File: config.mk
export PLATFORM = sky130hd
export DESIGN_NAME = mac_8
export DESIGN_NICKNAME = d
export VERILOG_FILES = /design/src/rtl/mac_pkg.sv /design/src/rtl/mac_8_array.sv /design/src/rtl/mac_8.sv
export SDC_FILE = /design/constraint.sdc
export NUM_CORES = 1
export LEC_CHECK = 0
export CAP_MARGIN = 10
export CORE_MARGIN = 2
export CORE_UTILIZATION = 40
export DETAILED_ROUTE_END_ITERATION = 10
export GPL_ROUTABILITY_DRIVEN = 0
export HOLD_SLACK_MARGIN = 0.06
export PLACE_DENSITY = 0.63
export SYNTH_ARGS = -nofsm -noshare
export SYNTH_HDL_FRONTEND = slang
export SYNTH_HIERARCHICAL = 1
export SYNTH_SLANG_ARGS = --single-unit
File: constraint.sdc
create_clock -name clk -period 5.2 [get_ports clk]
set_clock_uncertainty 0.1 [all_clocks]
set_input_delay 0.52 -clock clk [delete_from_list [all_inputs] [get_ports clk]]
set_output_delay 0.52 -clock clk [all_outputs]
set_load 0.03 [all_outputs]
File: src/rtl/mac_pkg.sv
// Shared definitions for the 8-bit multiply-accumulate block: FSM state
// encoding and default parameter values.
package mac_pkg;

    typedef enum logic [1:0] {
        ACCUM = 2'd0,
        DRAIN = 2'd1,
        HOLD  = 2'd2
    } state_t;

    localparam int N_TERMS_DEF = 8;
    localparam int ACC_W_DEF   = 24;

endpackage

File: src/rtl/mac_8_array.sv
// Combinational 8x8 unsigned array multiplier: one row of partial products
// per multiplier bit, summed row by row.
module array_8 (
    input  logic [7:0]  a,
    input  logic [7:0]  b,
    output logic [15:0] product
);

    logic [15:0] rows [8];
    logic [15:0] partial [9];

    always_comb begin
        for (int i = 0; i < 8; i++) begin
            rows[i] = b[i] ? ({8'b0, a} << i) : 16'd0;
        end
        partial[0] = 16'd0;
        for (int i = 0; i < 8; i++) begin
            partial[i + 1] = partial[i] + rows[i];
        end
        product = partial[8];
    end

endmodule

File: src/rtl/mac_8.sv
// Multiply-accumulate: streams unsigned 8-bit operand pairs, accumulates
// their products, and hands back sum, pair count and a sticky overflow flag.
module mac_8
    import mac_pkg::*;
#(
    parameter int N_TERMS = N_TERMS_DEF,
    parameter int ACC_W   = ACC_W_DEF
) (
    input  logic             clk,
    input  logic             rst_n,
    input  logic             in_valid,
    output logic             in_ready,
    input  logic [7:0]       a,
    input  logic [7:0]       b,
    input  logic             in_last,
    output logic             out_valid,
    input  logic             out_ready,
    output logic [ACC_W-1:0] acc_out,
    output logic [7:0]       count,
    output logic             overflow
);

    localparam logic [7:0] LAST_COUNT = 8'(N_TERMS - 1);

    state_t      state;
    logic [15:0] product;
    logic [15:0] prod_q;
    logic        prod_valid;
    logic [ACC_W:0] sum;
    logic        in_beat;
    logic        last_beat;

    array_8 u_mult (
        .a       (a),
        .b       (b),
        .product (product)
    );

    assign in_ready  = (state == ACCUM);
    assign out_valid = (state == HOLD);
    assign in_beat   = in_valid && in_ready;
    assign last_beat = in_beat && (in_last || (count == LAST_COUNT));

    // One extra bit on the add exposes the carry out of the accumulator.
    assign sum = {1'b0, acc_out} + {{(ACC_W - 15){1'b0}}, prod_q};

    always_ff @(posedge clk or negedge rst_n) begin
        if (!rst_n) begin
            state      <= ACCUM;
            prod_q     <= 16'd0;
            prod_valid <= 1'b0;
            acc_out    <= '0;
            count      <= 8'd0;
            overflow   <= 1'b0;
        end else begin
            prod_valid <= in_beat;
            if (in_beat) begin
                prod_q <= product;
            end
            if (prod_valid) begin
                acc_out <= sum[ACC_W-1:0];
                if (sum[ACC_W]) begin
                    overflow <= 1'b1;
                end
            end

            case (state)
                ACCUM: begin
                    if (in_beat) begin
                        count <= count + 8'd1;
                    end
                    if (last_beat) begin
                        state <= DRAIN;
                    end
                end
                DRAIN: begin
                    state <= HOLD;
                end
                HOLD: begin
                    // The final product landed on entry to HOLD, so clearing here cannot race an add.
                    if (out_ready) begin
                        state    <= ACCUM;
                        acc_out  <= '0;
                        count    <= 8'd0;
                        overflow <= 1'b0;
                    end
                end
                default: begin
                    state <= ACCUM;
                end
            endcase
        end
    end

endmodule

# Word level (Yosys, flattened, before mapping)
# Cells that the tools add are included.
[totals]
regBits = 52
output_inout_bits = 35
wordCells = 49
inputBits = 21
[op_classes]
n_mux = 21
reduce_logical = 7
addsub = 9
eq_ne = 6
[op_table]
columns = ["op", "n"]
rows = [
  ["24-bit two-way mux", 3],
  ["16-bit adder", 3],
  ["24-bit by 16-bit adder with 25-bit output", 1],
  ["8-bit two-way mux", 3],
  ["16-bit by 12-bit adder with 16-bit output", 1],
  ["16-bit by 13-bit adder with 16-bit output", 1],
  ["16-bit by 14-bit adder with 16-bit output", 1],
  ["16-bit by 15-bit adder with 16-bit output", 1],
  ["8-bit one-hot mux with 2 select lines", 1],
  ["15-bit two-way mux", 1],
  ["14-bit two-way mux", 1],
  ["13-bit two-way mux", 1],
  ["12-bit two-way mux", 1],
  ["11-bit two-way mux", 1],
  ["10-bit two-way mux", 1],
  ["9-bit two-way mux", 1],
  ["8-bit by 1-bit adder with 8-bit output (second input constant)", 1],
  ["8-bit by 3-bit == test with 1-bit output (second input constant)", 1],
  ["2-bit by 1-bit != test with 1-bit output (second input constant)", 3],
  ["2-bit one-hot mux with 3 select lines", 1],
  ["1-bit two-way mux", 4],
  ["2-bit two-way mux", 2],
  ["3-bit AND reduction", 1],
  ["2-bit by 1-bit == test with 1-bit output (second input constant)", 1],
  ["other kinds (6)", 7],
]

# Depth between registers and ports, before layout
[depth]
word_depth = 8
ltp_mapped = 22

# Cells and area by module
# The synthesis kept the hierarchy.
[by_module_without_submodules]
columns = ["module", "area_per_inst_um2", "instances", "cells_each"]
rows = [
  ["mac_8", 3034.2, 1, 304],
  ["array_8", 1875.5, 1, 226],
]

# Least setup slack after synthesis
# OpenSTA, ideal clock, no wires.
[synth_timing]
path_kind = "input -> register"
from = "input port a[0]"
to = "register prod_q[15]"
path_buffers = 0
arrival_time_ns = 5.572
slack_ns = -0.597
stages = 19
setup_ns = 0.125
path_cell_list = "and2_1 fa_1 ha_1 fa_1 a21o_1 a21oi_1 o21ai_0 o41ai_1 fa_1 fa_1 fa_1 inv_1 ha_1 and3_1 a2111oi_4 o21ai_1 a21oi_1 xnor2_1 mux2_2"
[synth_between]
elab_chain_cells = 8
elab_cells_between_ends = 15
cone_classes = "add/sub: 7; mux: 8"
[synth_rtl]
columns = ["item", "line_no", "rtl"]
rows = [
  ["from (decl)", "mac_8.sv:13", "input logic [7:0] a,"],
  ["8-bit two-way mux / 9-bit two-way mux (equally long branches)", "mac_8_array.sv:14", "rows[i] = b[i] ? ({8'b0, a} << i) : 16'd0;"],
  ["16-bit adder (3 in series)", "mac_8_array.sv:18", "partial[i + 1] = partial[i] + rows[i];"],
  ["16-bit by 12-bit adder with 16-bit output", "mac_8_array.sv:18", ""],
  ["16-bit by 13-bit adder with 16-bit output", "mac_8_array.sv:18", ""],
  ["16-bit by 14-bit adder with 16-bit output", "mac_8_array.sv:18", ""],
  ["16-bit by 15-bit adder with 16-bit output *", "mac_8_array.sv:18", ""],
  ["net product[15]", "mac_8.sv:26", "logic [15:0] product;"],
  ["to (signal assigned)", "mac_8.sv:58", "prod_q <= product;"],
  ["to (decl)", "mac_8.sv:27", "logic [15:0] prod_q;"],
]
# The timed path passes the listed nets; every way through them passes the cells marked *.
# A chain may end at the register's enable or synchronous reset.

# Worst setup path after layout
[layout_timing]
from = "input port b[0]"
to = "register prod_q[14]"
[layout_between]
elab_chain_cells = 8
[layout_rtl]
columns = ["item", "line_no", "rtl"]
rows = [
  ["from (decl)", "mac_8.sv:14", "input logic [7:0] b,"],
  ["8-bit two-way mux", "mac_8_array.sv:14", ""],
  ["16-bit adder (3 in series)", "mac_8_array.sv:18", ""],
  ["16-bit by 12-bit adder with 16-bit output", "mac_8_array.sv:18", ""],
  ["16-bit by 13-bit adder with 16-bit output", "mac_8_array.sv:18", ""],
  ["16-bit by 14-bit adder with 16-bit output", "mac_8_array.sv:18", ""],
  ["16-bit by 15-bit adder with 16-bit output", "mac_8_array.sv:18", ""],
  ["net product[14]", "mac_8.sv:26", ""],
]
# The timed path passes the listed nets, and every way through them passes these cells.

==> summary.md <==
| Metric | Value |
|---|---|
| Pwr per Cell Area | 547 nW/µm² |
| First-pass DRT Iterations | 5 |
| Fmax | 184 MHz |
| Vias in the first global route | 4147 |
| Crit-path max FO | 3 |
| Core area | 12000 µm² |
| Least-Margin Pin Slew | 1.04 ns |
| Syn Nets | 632 |
| Clock slew at reported path FFs | 0.07 ns |
| Crit path launch | b[0] |
| RSZ-0062 raised after global routing | yes |
| WS Path Type | primary input to flip-flop |
| Worst EP arrival | 5.50 ns |
| Wirelength per Cell | 14.3 µm |
| Worst skew pair latency | 0.30 ns |
| # H-tree levels | 2 |
| Cells after synthesis | 530 |
| Total CTS buffers | 5 |
| Port bufs | 55 |
| Yosys warning total | 6 |
| Starting Density | 40.9% |
| RR Startpoint | acc_out[0]$_DFF_PN0_ |
| Crit path required time | 5.28 ns |
| Post-detail-place hpwl | 8660 µm |
| Area growth from synthesis to final layout | 27.3% |
| FF-to-FF setup slack | 2.43 ns |
| Num rows | 40 |
| Die Ht | 115 µm |
| Fin crit period | 5.42 ns |
| Largest net degree at the start of global routing | 53 |
| Final non-filler cell total | 771 |
| Top_reg_cell synth | dfrtp_1 |
| Setup violators final | 4 |
| Setup TNS | -0.454 ns |
| TritonCTS clock tree | done |
| Slew headroom | 30.4% |
| Synthesized flop and latch total | 52 |
| Final Hold Fails | 0 |
| Initial antenna violation count | 0 |
| Max-Cap Viols | 0 |
| Slack of the critical path | -0.221 ns |
| Seq/Total Area, Yosys | 26.5% |
| CP Launch Type | primary input |
| DRT iter0 DRCs | 224 |
| Post-Syn Area per Cell | 9.26 µm² |
| FF/Latch Area | 1300 µm² |
| ANT nets after route | 0 |
| Placed cell count | 757 |
| WL final | 11000 µm |
| Die Area | 13200 µm² |
| Worst R2R Path Depth | 8 |
| Synth cell types | 54 |
| Layout cells sized above 1 | 19.6% |
| Violated checks | setup timing |
| Diode count | 0 |
| Overall power | 3.42 mW |
| CTS root buf | clkbuf_16 |
| DRC viols | 0 |
| Finished layout cell area | 6250 µm² |
| Fin nets | 725 |
| Worst hold path type | primary input to async pin |
| First-pass GRT wire length | 18900 µm |
| Die Wd | 115 µm |
| Footprint of the multi-input gates | 3540 µm² |
| Pleak | 3.00 nW |
| Maximum VDD drop | 0.193 mV |
| Via density | 5.29 |
| Global route overflow | 0 |
| Post-synth ARST share | 100% |
| DP Area | 5980 µm² |
| Pins Over Slew Limit | 0 |
| RR Endpoint | overflow$_DFF_PN0_ |
| Final period utilization | 104% |
| Bufs on Longest Clock Path | 2 |
| Fillers | 1126 |
| Synthesized area | 4910 µm² |
| Critical Path Sink Type | flip-flop |
| Ports | 56 |
| Crit path to | prod_q[14]$_DFFE_PN0P_ |
| Number of flops mapped to enable cells by yosys | 0 |
| Gr usage total | 17.6% |
| Status | complete, but fails checks |
| Total number of vias | 4082 |
| Sink Count | 52 |
| Placement Setup Slack | -0.965 ns |
-- flip-flops by register name, indices dropped and copies added, names as in the netlist --
register / flops
prod_valid: 1
acc_out: 24
prod_q: 16
overflow: 1
state: 2
count: 8
-- metal layers --
metal	GRT usage, %	wire length (µm)	part of all wire (%)
met1	22.9	5050	46
met2	30.8	5400	49
met3	2.06	375	3.4
met4	5.70	182	1.7
met5	0	0	0
-- cell usage in the layout (no fill, tap or decap), types with 6 or more instances in the layout --
master | Yosys | layout
a211oi_1 | 9 | 9
fa_1 | 35 | 33
nor3_1 | 9 | 9
xor2_1 | 9 | 9
nand2_1 | 76 | 74
inv_1 | 43 | 39
and3_1 | 7 | 7
buf_4 | 1 | 39
xnor2_1 | 19 | 18
or2_2 | 7 | 6
dfrtp_1 | 52 | 52
o21ai_0 | 20 | 19
mux2i_1 | 12 | 12
mux2_2 | 17 | 14
ha_4 | 0 | 6
nand3_1 | 8 | 7
clkdlybuf4s50_1 | 0 | 44
buf_6 | 0 | 8
nor2_1 | 36 | 36
a21oi_1 | 28 | 24
a21o_1 | 15 | 15
and2_1 | 16 | 13
ha_1 | 46 | 39
-- kinds of logic (layout without fill, tap and decap cells) --
kind of cell	count (synthesis)	in the layout	synth area share, %
compound gates	102	102	14.3
xor+xnor	28	28	5.00
fa+ha+maj	81	81	26.0
buf+inv	57	151	4.46
flops	52	52	26.5
mux	29	29	6.35
simple gates	181	181	17.4
-- Yosys cell counts (9+ instances only) --
cell type	instances	share of area (%)
nand2_1	76	5.8
dfrtp_1	52	27
ha_1	46	12
inv_1	43	3.3
nor2_1	36	2.8
fa_1	35	14
a21oi_1	28	2.9
o21ai_0	20	2.0
xnor2_1	19	3.4
mux2_2	17	3.9
and2_1	16	2.0
a21o_1	15	2.3
clkbuf_1	12	0.92
mux2i_1	12	2.4
a211oi_1	9	1.4
nor3_1	9	0.92
xor2_1	9	1.6
-- worst min-delay path by stage --
stage                            start                    end
global route                     rst_n  acc_out[17]$_DFF_PN0_
finish                           rst_n  acc_out[17]$_DFF_PN0_
CTS                              rst_n  acc_out[17]$_DFF_PN0_
floorplan                        rst_n   acc_out[0]$_DFF_PN0_
global placement    overflow$_DFF_PN0_     overflow$_DFF_PN0_
detailed placement  overflow$_DFF_PN0_     overflow$_DFF_PN0_
-- stage by stage --
step	util (%)	hold slack, ns
finish	52.0	0.233
global route	52.0	0.303
CTS	52.0	0.263
detailed placement	49.8	0.387
global placement	49.8	0.376
floorplan	-	0.124
-- power breakdown --
part | switching [mW] | internal, mW | total (mW)
Sequential | 0.134 | 0.557 | 0.691
Combinational | 1.25 | 1.11 | 2.36
Clock | 0.144 | 0.226 | 0.371
Total | 1.52 | 1.89 | 3.42
-- final cells by class --
cell class / instances / area share [%]
multi-input combinational: 421 / 56.7
timing repair buffer: 100 / 14.4
sequential: 52 / 20.8
inverter: 43 / 2.58
clock buffer: 6 / 2.06
tap: 147 / 2.94
clock inverter: 2 / 0.561
-- worst max-delay path, stage by stage --
cell     delay, ns
buf_6         0.09
and2_4        0.15
fa_1          0.48
ha_2          0.22
fa_2          0.34
a21o_1        0.17
a21oi_2       0.18
o21ai_2       0.10
nor2_1        0.11
xor2_1        0.19
fa_1          0.45
fa_1          0.47
fa_1          0.56
inv_2         0.04
ha_4          0.21
a21o_1        0.20
a41o_1        0.27
o41ai_2       0.36
xnor2_1       0.12
mux2_4        0.26
-- repair_timing --
item	4_1_cts	5_1_grt
resized for setup	54	3
buffers inserted	7	1
pin swaps	35	5
hold endpoints to repair	0	0
hold buffers	0	0
endpoints found under the setup margin	8	5
No activity file was read; power rests on OpenSTA's default activity.
==> patch, RTL diff (config.mk and constraints unchanged) <==
Change the package constant `ACC_W_DEF` from 24 to 20.
--- a/src/rtl/mac_pkg.sv
+++ b/src/rtl/mac_pkg.sv
@@ -11,3 +11,3 @@
     localparam int N_TERMS_DEF = 8;
-    localparam int ACC_W_DEF   = 24;
+    localparam int ACC_W_DEF   = 20;
 
Interface: changed (resized acc_out); port bits go from 56 to 52. No check against the original RTL was run, so the function may have changed too.
==> patch against the unedited design <==
Area after synthesis decreased by 5.5%. Sequential cell count fell by 4. Critical path depth is the same. Highest routed layer unchanged. Via count down 6.1%. Core utilization is 0.50 points lower. Design area decreased by 6.2%. Power fell by 3.7%. Register-to-register slack gained 100 ps. Wire length is 6.9% lower. Setup slack worse by 43 ps. Synthesized cell count fell by 4.3%. Global-route usage down 0.73 points. The flow still finishes with violations (setup timing).
==> patch: results <==
export IMPL_status="complete, but fails checks"
export IMPL_violations="setup timing"
export IMPL_dp_slack_ps=-1100
export IMPL_wl_met2_um=5090
export IMPL_cp_max_fo=4
export IMPL_dpl_cell_area_um2=5620
export IMPL_seq_share=0.205
export IMPL_yosysUniqueCellTypes=48
export IMPL_synth_seq_area_share=0.259
export IMPL_timing_hold_ws_ps=331
export IMPL_grt_pass1_vias=3967
export IMPL_final_layout_size_suffix_gt1_frac=0.180
export IMPL_clk_latency_ps=280
export IMPL_synth_area_top_cells="dfrtp_1 26%, fa_1 15%, ha_1 12%"
export IMPL_portBuffers=51
export IMPL_largestRegisters="acc_out (20), prod_q (16), count (8)"
export IMPL_fin_nets=689
export IMPL_synth_compound_area_frac=0.128
export IMPL_reg2reg_slack_ps=2530
export IMPL_num_multi_input_gates=403
export IMPL_grt_first_pass_wirelength_um=18000
export IMPL_signal_buffers=89
export IMPL_yosys_warnings=6
export IMPL_syn_nets=609
export IMPL_multiInputGateArea_um2=3370
export IMPL_met2_usage=0.305
export IMPL_met1_length_um=4770
export IMPL_grt_max_degree=49
export IMPL_grtUsageMet3=0.0163
export IMPL_synthAdderAreaFrac=0.275
export IMPL_clk_share=0.0293
export IMPL_final_setup_viol_count=5
export IMPL_synth_xor_area_frac=0.0566
export IMPL_num_vias=3833
export IMPL_totalWireLength_um=10200
export IMPL_postSynthAreaPerCell_um2=9.15
export IMPL_tightest_slew_ps=1060
export IMPL_fin_cells=731
export IMPL_n_all_inverters=40
export IMPL_nFillCells=1057
export IMPL_dr_pass1_iters=4
export IMPL_internal_power_mw=1.82
export IMPL_reg2reg_to="acc_out[14]$_DFF_PN0_"
export IMPL_nClkBuffers=5
export IMPL_seq_area_um2=1200
export IMPL_grt_usage=0.169
export IMPL_leakage_nw=2.77
export IMPL_met3_length_um=304
export IMPL_buf_share=0.135
export IMPL_worst_slack_ps=-264
export IMPL_synth_top_area_share=0.259
export IMPL_seq_cells=48
export IMPL_drtIter0Drc=136
export IMPL_place_inst=720
-- patch: cell types whose count changed in the layout (fill, tap and decap cells not counted), sizes merged, moves of 6 or more --
cell / change
buf: -8
a211oi: -7
mux2i: -7
o21ai: -7
nand3: +6
-- patch: worst max-delay path, stage by stage --
cell and delay (ps):
buf_6 90, and2_4 150, fa_1 490, ha_2 210, fa_2 340, a21o_1 170
a21oi_2 180, o21ai_2 100, o41ai_2 320, fa_1 480, fa_1 470, fa_1 530
inv_2 50, ha_4 240, and3_4 170, a2111oi_4 330, o21ai_1 120, a21oi_1 210
xnor2_1 110, mux2_4 260
-- patch: repair_timing --
action | 4_1_cts | 5_1_grt
buffers inserted | 4 | 0
gates resized for setup | 47 | 6
pin swaps | 41 | 7
endpoints found under the setup margin | 9 | 6
-- patch: logic make-up (layout without fill, tap and decap cells) --
group	after synthesis	count (layout)
and+or+nand+nor	179	179
AOI/OAI and AO/OA	89	89
xor gates and xnor gates	30	30
buffers and inverters	56	137
muxes	24	24
adders and majority gates	81	81
DFF	48	48
